[src/rtl/phy_tx_crc_framer.sv]
// Byte-to-nibble transmit framer that appends a reflected CRC-32 tail, LS nibble first.
// Each byte goes out as two nibbles. The CRC accumulates across starvation gaps and restarts only after a completed or aborted frame.
module phy_tx_crc_framer (
   input  logic        clk,
   input  logic        rst_n,
   input  logic        abort,
   input  logic        in_valid,
   input  logic [7:0]  in_data,
   input  logic        in_last,
   output logic        in_ready,
   output logic        nib_valid,
   output logic [3:0]  nib_data,
   output logic        nib_last,
   input  logic        nib_ready,
   output logic [31:0] crc_value,
   output logic        tx_done
);
   localparam int unsigned CRC_W   = 32;
   localparam int unsigned BYTE_W  = 8;
   localparam int unsigned CNT_W   = 3;
   localparam logic [CRC_W-1:0] CRC_POLY = 32'hEDB88320;
   localparam logic [CRC_W-1:0] CRC_INIT = 32'hFFFFFFFF;

   typedef enum logic [1:0] {IDLE, LO, HI, CRC} state_e;

   state_e             state_q, state_d;
   logic [BYTE_W-1:0]  buf_q, buf_d;
   logic               last_q, last_d;
   logic [CRC_W-1:0]   crc_q, crc_d;
   logic [CRC_W-1:0]   crc_value_q, crc_value_d;
   logic [CNT_W-1:0]   crc_cnt_q, crc_cnt_d;
   logic               tx_done_q, tx_done_d;
   logic [CRC_W-1:0]   crc_tx;
   logic               nib_hs;
   logic               in_hs;

   // One nibble through the reflected CRC-32 register, LSB first.
   function automatic logic [CRC_W-1:0] crc_nibble(input logic [CRC_W-1:0] c,
                                                   input logic [3:0]       n);
      logic [CRC_W-1:0] r;
      r = c ^ {28'h0, n};
      for (int i = 0; i < 4; i++) begin
         r = (r >> 1) ^ (r[0] ? CRC_POLY : '0);
      end
      return r;
   endfunction

   assign crc_tx = ~crc_q;

   always_comb begin
      nib_valid = (state_q != IDLE);
      nib_last  = (state_q == CRC) && (crc_cnt_q == CNT_W'(7));
      nib_data  = '0;
      case (state_q)
         LO:      nib_data = buf_q[3:0];
         HI:      nib_data = buf_q[7:4];
         CRC:     nib_data = crc_tx[{crc_cnt_q, 2'b00} +: 4];
         default: nib_data = '0;
      endcase
   end

   // HI only hands over to the next byte when its own nibble leaves in the same cycle.
   assign in_ready = !abort && ((state_q == IDLE) ||
                                (state_q == HI && nib_ready && !last_q));
   assign nib_hs   = nib_valid && nib_ready;
   assign in_hs    = in_valid && in_ready;

   always_comb begin
      state_d     = state_q;
      buf_d       = buf_q;
      last_d      = last_q;
      crc_d       = crc_q;
      crc_value_d = crc_value_q;
      crc_cnt_d   = crc_cnt_q;
      tx_done_d   = 1'b0;
      if (abort) begin
         state_d   = IDLE;
         crc_cnt_d = '0;
         crc_d     = CRC_INIT;
      end else begin
         case (state_q)
            IDLE: begin
               if (in_hs) begin
                  buf_d   = in_data;
                  last_d  = in_last;
                  state_d = LO;
               end
            end
            LO: begin
               if (nib_hs) begin
                  crc_d   = crc_nibble(crc_q, buf_q[3:0]);
                  state_d = HI;
               end
            end
            HI: begin
               if (nib_hs) begin
                  crc_d = crc_nibble(crc_q, buf_q[7:4]);
                  if (last_q) begin
                     state_d   = CRC;
                     crc_cnt_d = '0;
                  end else if (in_hs) begin
                     buf_d   = in_data;
                     last_d  = in_last;
                     state_d = LO;
                  end else begin
                     state_d = IDLE;
                  end
               end
            end
            CRC: begin
               if (nib_hs) begin
                  crc_cnt_d = crc_cnt_q + CNT_W'(1);
                  if (crc_cnt_q == CNT_W'(7)) begin
                     crc_value_d = crc_tx;
                     tx_done_d   = 1'b1;
                     crc_d       = CRC_INIT;
                     state_d     = IDLE;
                  end
               end
            end
            default: state_d = IDLE;
         endcase
      end
   end

   always_ff @(posedge clk or negedge rst_n) begin
      if (!rst_n) begin
         state_q     <= IDLE;
         buf_q       <= '0;
         last_q      <= 1'b0;
         crc_q       <= CRC_INIT;
         crc_value_q <= '0;
         crc_cnt_q   <= '0;
         tx_done_q   <= 1'b0;
      end else begin
         state_q     <= state_d;
         buf_q       <= buf_d;
         last_q      <= last_d;
         crc_q       <= crc_d;
         crc_value_q <= crc_value_d;
         crc_cnt_q   <= crc_cnt_d;
         tx_done_q   <= tx_done_d;
      end
   end

   assign crc_value = crc_value_q;
   assign tx_done   = tx_done_q;
endmodule

[config.mk]
export PLATFORM = sky130hd
export DESIGN_NAME = phy_tx_crc_framer
export DESIGN_NICKNAME = d
export VERILOG_FILES = /design/src/rtl/phy_tx_crc_framer.sv
export SDC_FILE = /design/constraint.sdc
export NUM_CORES = 1
export LEC_CHECK = 0
export BUFFER_PORTS_ARGS = -buffer_cell sky130_fd_sc_hd__clkbuf_2
export CAP_MARGIN = 20
export CORE_MARGIN = 2
export CORE_UTILIZATION = 25
export DETAILED_ROUTE_END_ITERATION = 10
export PLACE_DENSITY_LB_ADDON = 0.25
export SKIP_LAST_GASP = 1
export SYNTH_ARGS = -nofsm -noshare
export SYNTH_HDL_FRONTEND = slang
export SYNTH_SLANG_ARGS = --single-unit
[constraint.sdc]
create_clock -name clk -period 2.86 [get_ports clk]
set_input_delay 0.286 -clock clk [delete_from_list [all_inputs] [get_ports clk]]
set_output_delay 0.286 -clock clk [all_outputs]
set_load 0.02 [all_outputs]
-- Yosys cells after proc, flatten, opt, wreduce, memory -nomap -nowiden
Index checks and enable logic that the tools add are counted.
- word-level logic and storage cells: 96
- input port bits: 14
- flip-flop bits (word level): 79
- output and inout port bits: 40
- bitwise operators: 12
- equality and inequality tests: 13
- multiplexer cells: 42
- $add $sub $neg: 1
- reductions and logical operators: 20
- shift-type cells: 1
- operator list (operator ; count):
    2-to-1 mux 32 bit ; 13
    XOR 31 x 32 -> 32 bit ; 8
    one-hot mux 32 bit (3 select lines) ; 1
    XOR 32 x 4 -> 32 bit ; 2
    NOT 32 bit ; 1
    indexed part select 32 x 6 -> 4 bit ; 1
    2-to-1 mux 8 bit ; 3
    one-hot mux 8 bit (2 select lines) ; 1
    AND reduction 4 bit ; 4
    != test 3 bit, second input constant ; 5
    2-to-1 mux 2 bit ; 7
    2-to-1 mux 3 bit ; 4
    one-hot mux 4 bit (3 select lines) ; 1
    AND reduction 5 bit ; 2
    2-to-1 mux 1 bit ; 9
    one-hot mux 2 bit (4 select lines) ; 1
    logical AND 1 bit ; 6
    != test 2 bit, second input constant ; 3
    one-hot mux 3 bit (2 select lines) ; 1
    equality test 2 bit, second input constant ; 2
    nonzero test 2 bit ; 2
    nonzero test 4 bit ; 1
    adder 3 x 1 -> 3 bit, second input constant ; 1
    equality test 3 bit, second input constant ; 1
    other kinds (8) ; 9

-- Logic depth before layout (Yosys ltp)
Gate-level depths: netlist (run 1).
- word-level depth: 12
- gate-level depth with buffers: 11
- gate-level depth less buffers: 7

-- Worst setup path after synthesis (run 1)
OpenSTA, ideal clock, no wires.
- kind: register to register
- from: reg state_q[0]
- to: reg crc_q[8]
- period minus slack after synthesis: 2.160 ns
- arrival time: 2.079 ns
- data required time: 2.779 ns
- path buffers: 2
- cell stages (with the launch flop): 10
- path slack: 0.700 ns
- library setup time: 0.081 ns
- cells stage by stage: dfrtp_1 inv_1 ha_1 buf_6 or2_1 buf_6 o211a_4 or2_1 a221o_1 o221a_1
- cells in the longest elaborated chain, start to end: 4
- elaborated cells on any way between the ends: 13
- classes of those cells: eq/ne: 7; mux: 2; reduce/logical: 4
- RTL lines (item ; line ; text):
    start, declared ; 26 ; state_e state_q, state_d;
    start signal, assigned ; 136 ; state_q <= state_d;
    nonzero test 2 bit ; 51 ; nib_valid = (state_q != IDLE);
    logical AND 1 bit ; 65 ; assign nib_hs = nib_valid && nib_ready;
    != test 3 bit (no source line) ; - ;
    AND reduction 5 bit (no source line) ; - ;
    end signal, assigned ; 139 ; crc_q <= crc_d;
    end, declared ; 29 ; logic [CRC_W-1:0] crc_q, crc_d;
Parallel ways exist; a longest one is shown, timed or not.
A chain may end at the register's enable or synchronous reset.

-- Worst setup path in the final report (run 1)
- from: reg crc_cnt_q[2]
- to: out nib_data[1]
- cells in the longest elaborated chain, start to end: 2
- RTL lines (item ; line ; text):
    start, declared ; 31 ; logic [CNT_W-1:0] crc_cnt_q, crc_cnt_d;
    start signal, assigned ; 141 ; crc_cnt_q <= crc_cnt_d;
    indexed part select 32 x 6 -> 4 bit ; 57 ; CRC: nib_data = crc_tx[{crc_cnt_q, 2'b00} +: 4];
    one-hot mux 4 bit (3 select lines) ; 54 ; case (state_q)
    end, declared ; 12 ; output logic [3:0] nib_data,
Every way passes these cells.

==> metrics.cfg, run 1 <==
[status]
status=complete, no violations

[route]
vias_per_cell=4.67
first_iter_violations=194
firstDrtPassIters=7
drt-wirelength-per-cell_um=17.5
antenna_left=0
drc=0
drt-total-wl_um=12300
via_count=3277

[floorplan]
ios=54
die_h_um=140
start_util_pct=25.5
core_mm2=0.0180
rows=49
dieArea_mm2=0.0195
die_w_um=140

[finish]
n_antenna_cell=0
multi_input_area_mm2=0.00238
nFillCells=1887
nets=488
layout_commonest_cell=clkbuf_2
final_util_pct=30.1
drive_gt1_share_pct=30.9
areaGrowthSynthToFinish_pct=17.9
regArea_mm2=0.00202
final_cell_mix=clkbuf_2 (52), nor2_1 (47), dfrtp_1 (47), xnor2_1 (42)

[synthesis]
avgSynthCellArea_um2=11.0
synth_cells=419
syn_area_mm2=0.00459
synth_edf_count=0
yosysWarnings=0
synth_nets=439
ys_seq_area_share_pct=43.9
synth_flop_cell=dfrtp_1
async_flop_share_pct=100
synth_seq_cells=79
synth_cell_type_count=47

[clocking]
h-tree-depth=3
cts_tree=done
root_buffer=clkbuf_16
cts_sinks=79
clock_latency_ps=340
cts_resized=0
path_clk_slew_ps=60
cts_made_buffers=9
cts_buffer_depth=2

[pwr]
p_total_mw=6.81
leakagePower_nw=2.28
p_per_area_mw_per_mm2=1260
ir_drop_v=0.000486

[global_routing]
grt_util_all_layers_pct=13.2
overflow=0
grt_pass1_vias=3373
antenna_found_initial=0
grt_pass1_wl_um=19800
grt_max_degree=80

[worst_setup_path]
crit_required_ps=2570
worst_setup_path_end_kind=output port
crit_chain=mux4_2 -> mux2i_1 -> a222oi_1 -> nor2_1 -> clkbuf_2
crit_fanout=10
crit_arrival_ps=2270
path_class=reg -> out
ff2ff_path_depth=7
slowest_delay_ps=660
r2r_slack_ps=430
slowest_stage=dfrtp_1
critPathLaunchType=flip-flop

[timing]
skew_ps=8.29
min_period_ps=2560
maxSlewHeadroom_pct=56.5
worstMarginPinSlew_ps=650
fin_crit_sh_pct=89.4
final_hold_viol_count=0
maxSlewViolCount=0
rsz0062_at_grt=false
fmax_mhz=391
setup_violations=0
fin_setup_tns_ps=0

[place]
gp_congestion=0.845
dp_hpwl_um=9080
io_buffers=53

[flow_run]
maxCapViolCount=0

[worst_hold_path]
min_path_cells=2
hold_class=in -> reg

cell families (layout without fill, tap and decap cells):
| group | Yosys count | count (layout) | share of synthesized area [%] |
|---|---|---|---|
| AO/OA/AOI/OAI | 101 | 101 | 15.4 |
| XOR/XNOR | 66 | 66 | 17.0 |
| flip-flops | 79 | 79 | 43.9 |
| buffers and inverters | 38 | 92 | 4.25 |
| AND/OR/NAND/NOR | 98 | 98 | 8.61 |
| multiplexers | 31 | 31 | 9.15 |
| adder cells (fa/ha/maj) | 6 | 6 | 1.63 |
final cells by class:
| type | instances | area share (%) |
|---|---|---|
| Clock inverter | 4 | 0.901 |
| Clock buffer | 12 | 4.36 |
| Tap cell | 229 | 5.29 |
| Multi-Input combinational cell | 302 | 44.0 |
| Inverter | 8 | 0.554 |
| Timing Repair Buffer | 68 | 7.67 |
| Sequential cell | 79 | 37.2 |
what timing repair did:
item                      in CTS  in global routing
buffers inserted               0                  0
hold endpoints to repair       0                 17
hold buffers                   0                  1
synth_stat cells, types with 2 or more instances:
library cell	instances	area, um^2
a21oi_1	13	65.1
a221o_1	2	20.0
a221oi_1	9	78.8
a221oi_2	2	30.0
a222oi_1	4	40.0
a22oi_1	3	22.5
a2bb2oi_1	3	26.3
a31oi_1	3	18.8
buf_2	8	40.0
buf_6	5	56.3
clkbuf_1	15	56.3
dfrtp_1	47	1180
dfstp_2	32	841
ha_1	6	75.1
inv_1	7	26.3
mux2_2	8	90.1
mux2i_1	15	150
mux4_2	8	180
nand2_1	38	143
nand3_1	6	30.0
nor2_1	47	176
o21ai_0	38	190
o221a_2	2	22.5
o221ai_1	2	17.5
o22a_1	11	96.3
o22ai_1	3	18.8
or2_1	2	12.5
or3_1	2	12.5
xnor2_1	42	368
xnor2_2	5	81.3
xnor2_4	4	110
xnor3_1	5	113
xor2_1	8	70.1
registers in the layout (all words and copies together), names as in the netlist:
name / flops
buf_q: 8
crc_cnt_q: 3
crc_q: 32
crc_value: 32
last_q: 1
state_q: 2
tx_done: 1
report_power, final:
| group | switching [mW] | internal [mW] |
|---|---|---|
| registers | 0.426 | 1.44 |
| clock network | 0.452 | 0.675 |
| logic | 1.94 | 1.87 |
layer usage:
layer  part of all wire (%)  global-route usage (%)  vias to the layer above
li1                       -                       -                     1581
met1                     46                    17.7                     1595
met2                     47                    20.6                       93
met3                    6.2                    4.44                        8
met4                   0.94                    3.32                        0
met5                      0                       0                        -
through the flow:
stage | instances | instance area [um^2] | setup WS [ps] | hold slack, ps
5_1_grt | 702 | 5420 | 134 | 164
2_1_floorplan | 419 | 4590 | 700 | -9.59
6_report | 702 | 5420 | 302 | 174
3_5_place_dp | 684 | 5090 | 465 | 472
3_3_place_gp | 684 | 5090 | 531 | 464
4_1_cts | 700 | 5380 | 248 | 161
worst max-delay path, delay by kind of cell, from the launching register on:
kind	cells	cell delay, ps
simple gates	1	130
buf+inv	1	180
mux	2	850
flops	1	660
compound gates	1	110
worst paths after layout:
kind / to / from
setup / recovery: nib_data[1] / crc_cnt_q[2]
hold / removal: buf_q[0] / in_data[0]
setup reg to reg: crc_q[8] / state_q[0]
hold reg to reg: crc_value[31] / crc_value[31]
max in group asynchronous: crc_q[17] / rst_n
min in group asynchronous: last_q / rst_n
No activity file was read; power rests on OpenSTA's default activity.
==> inputs of run 2 (changes only) <==
==> constraint.sdc (replaced) <==
create_clock -name clk -period 2.7 [get_ports clk]
set_input_delay 0.27 -clock clk [delete_from_list [all_inputs] [get_ports clk]]
set_output_delay 0.27 -clock clk [all_outputs]
set_load 0.02 [all_outputs]
==> run 2 against run 1 <==
  * Utilization is 0.090 points lower
  * Power grew 5.3%
  * Die area unchanged
  * Count of clock-buffer cells in the layout fell by 2
  * Clock skew hardly changed
  * Non-clock buffer count decreased by 1
  * Register-to-register slack lost 130 ps
  * Sequential share of layout area is 0.14 points higher
  * Global-route usage increased by 0.16 points
  * Largest cell class unchanged
  * Highest routed layer unchanged
==> metrics.cfg, run 2 (synthesis gave the netlist of run 1 again) <==
[route]
via_count=3357  ; was 3,277
first_iter_violations=235  ; was 194
met3WireLength_um=639  ; was 758 um
vias_per_cell=4.79  ; was 4.67
drt-wirelength-per-cell_um=17.7  ; was 17.5 um
routed.top_layer=met4  ; unchanged
antenna_left=0  ; unchanged
met2_length_um=5770  ; was 5750 um
met1_length_um=5820  ; was 5650 um
drc=0  ; unchanged
firstDrtPassIters=5  ; was 7
drt-total-wl_um=12400  ; was 12,300 um

[finish]
multi_input_area_mm2=0.00238  ; unchanged
nets=487  ; was 488
drive_gt1_share_pct=31.6  ; was 30.9%
fin_area_mm2=0.00540  ; was 0.00542 mm^2
n_antenna_cell=0  ; unchanged
nFillCells=1895  ; was 1,887
final_cell_mix=clkbuf_2 (52), nor2_1 (47), dfrtp_1 (46), xnor2_1 (42)  ; was clkbuf_2 (52), nor2_1 (47), dfrtp_1 (47), xnor2_1 (42)
areaGrowthSynthToFinish_pct=17.6  ; was 17.9%
layout_commonest_cell=clkbuf_2  ; unchanged
regArea_mm2=0.00202  ; about the same
final_util_pct=30.0  ; was 30.1%

[place]
place_area_mm2=0.00509  ; about the same
dp_hpwl_um=8970  ; was 9080 um
io_buffers=53  ; unchanged
pre_cts_slack_ps=298  ; was 465 ps
gp_congestion=0.843  ; was 0.845

[timing]
fin_crit_sh_pct=91.4
fin_ws_ps=233  ; was 302 ps
min_period_ps=2470
fin_setup_tns_ps=0  ; unchanged
skew_ps=8.05  ; was 8.29 ps
worstMarginPinSlew_ps=573  ; was 650 ps
maxSlewViolCount=0  ; unchanged
final_hold_viol_count=0  ; unchanged
setup_violations=0  ; unchanged
fmax_mhz=405
rsz0062_at_grt=false  ; unchanged
maxSlewHeadroom_pct=61.6  ; was 56.5%

[floorplan]
rows=49  ; unchanged
die_h_um=140  ; unchanged
ios=54  ; unchanged
start_util_pct=25.5  ; unchanged
die_w_um=140  ; unchanged
dieArea_mm2=0.0195  ; unchanged
core_mm2=0.0180  ; unchanged

[clocking]
h-tree-depth=3  ; unchanged
root_buffer=clkbuf_16  ; unchanged
cts_buffer_depth=2  ; unchanged
cts_setup_buffers=0  ; unchanged
cts_sinks=79  ; unchanged
cts_made_buffers=9  ; unchanged
clock_latency_ps=350  ; was 340 ps
path_clk_slew_ps=60  ; about the same
cts_tree=done  ; unchanged

[worst_setup_path]
crit_arrival_ps=2200  ; was 2270 ps
worst_setup_path_end_kind=output port  ; unchanged
critPathLaunchType=flip-flop  ; unchanged
path_class=reg -> out  ; unchanged
crit_fanout=7  ; was 10
crit_required_ps=2430  ; was 2570 ps

[global_routing]
grt_util_all_layers_pct=13.3  ; was 13.2%
antenna_found_initial=0  ; unchanged
grt_pass1_vias=3286  ; was 3,373
grt_max_degree=80  ; unchanged
grt_pass1_wl_um=20100  ; was 19,800 um
overflow=0  ; unchanged

[pwr]
p_total_mw=7.17  ; was 6.81 mW
leakagePower_nw=2.27  ; was 2.28 nW
ir_drop_v=0.000399  ; was 0.000486 V
p_per_area_mw_per_mm2=1330  ; was 1260 mW/mm^2

[status]
status=complete, no violations  ; unchanged

[worst_hold_path]
hold_class=in -> reg  ; unchanged

[flow_run]
maxCapViolCount=0  ; unchanged

[run 2: cell count changes in the layout (fill, tap and decap cells not counted), sizes merged]
cell	previous run	this run
clkinvlp	0	1
buf	15	14
clkbuf	64	62
bufinv	1	0
clkinv	4	6
[run 2: path summary, 6_finish.rpt]
check / to / depth (start not counted) / slack (ps) / start
max: nib_data[2] / 6 / 230 / crc_cnt_q[0]
min: buf_q[7] / 2 / 160 / in_data[7]
max reg2reg: crc_q[8] / 7 / 300 / state_q[0]
min reg2reg: crc_value[17] / 2 / 480 / crc_value[17]
max in group asynchronous: crc_q[12] / 3 / 1700 / rst_n
min in group asynchronous: crc_cnt_q[2] / 2 / 360 / rst_n
[run 2: stage by stage]
step / hold WS, ps / instances
finish: 161 / 701
global route: 159 / 701
CTS: 153 / 699
detailed placement: 473 / 683
global placement: 466 / 683
floorplan: -25.6 / 419
[run 2: timing repair]
action | CTS | global route
resized for setup | 0 | 1
hold buffers | 0 | 1
hold endpoints to repair | 0 | 8
setup endpoints to repair | 0 | 1
[run 2: layout make-up]
class,instances,area share (%)
Inverter,8,0.556
Clock inverter,6,0.672
Multi-Input combinational cell,302,44.1
Tap cell,229,5.30
Clock buffer,10,4.42
Timing Repair Buffer,67,7.55
Sequential cell,79,37.4
[run 2: routing by layer]
layer | up-vias | global-route usage, %
li1 | 1586 | -
met1 | 1665 | 18.7
met2 | 94 | 20.5
met3 | 12 | 2.68
met4 | 0 | 4.63
met5 | - | 0
[run 2: power breakdown]
part | switching, mW | internal [mW] | leakage (nW)
combinational | 2.11 | 1.98 | 1.19
sequential | 0.430 | 1.53 | 0.937
clock | 0.483 | 0.642 | 0.138
total | 3.02 | 4.15 | 2.27
[run 2: worst max-delay path, cell delays in order (launching register included)]
cell	delay (ps)
dfrtp_1	400
buf_4	220
mux4_2	510
mux2i_1	250
a222oi_1	130
nor2_1	160
clkbuf_2	190
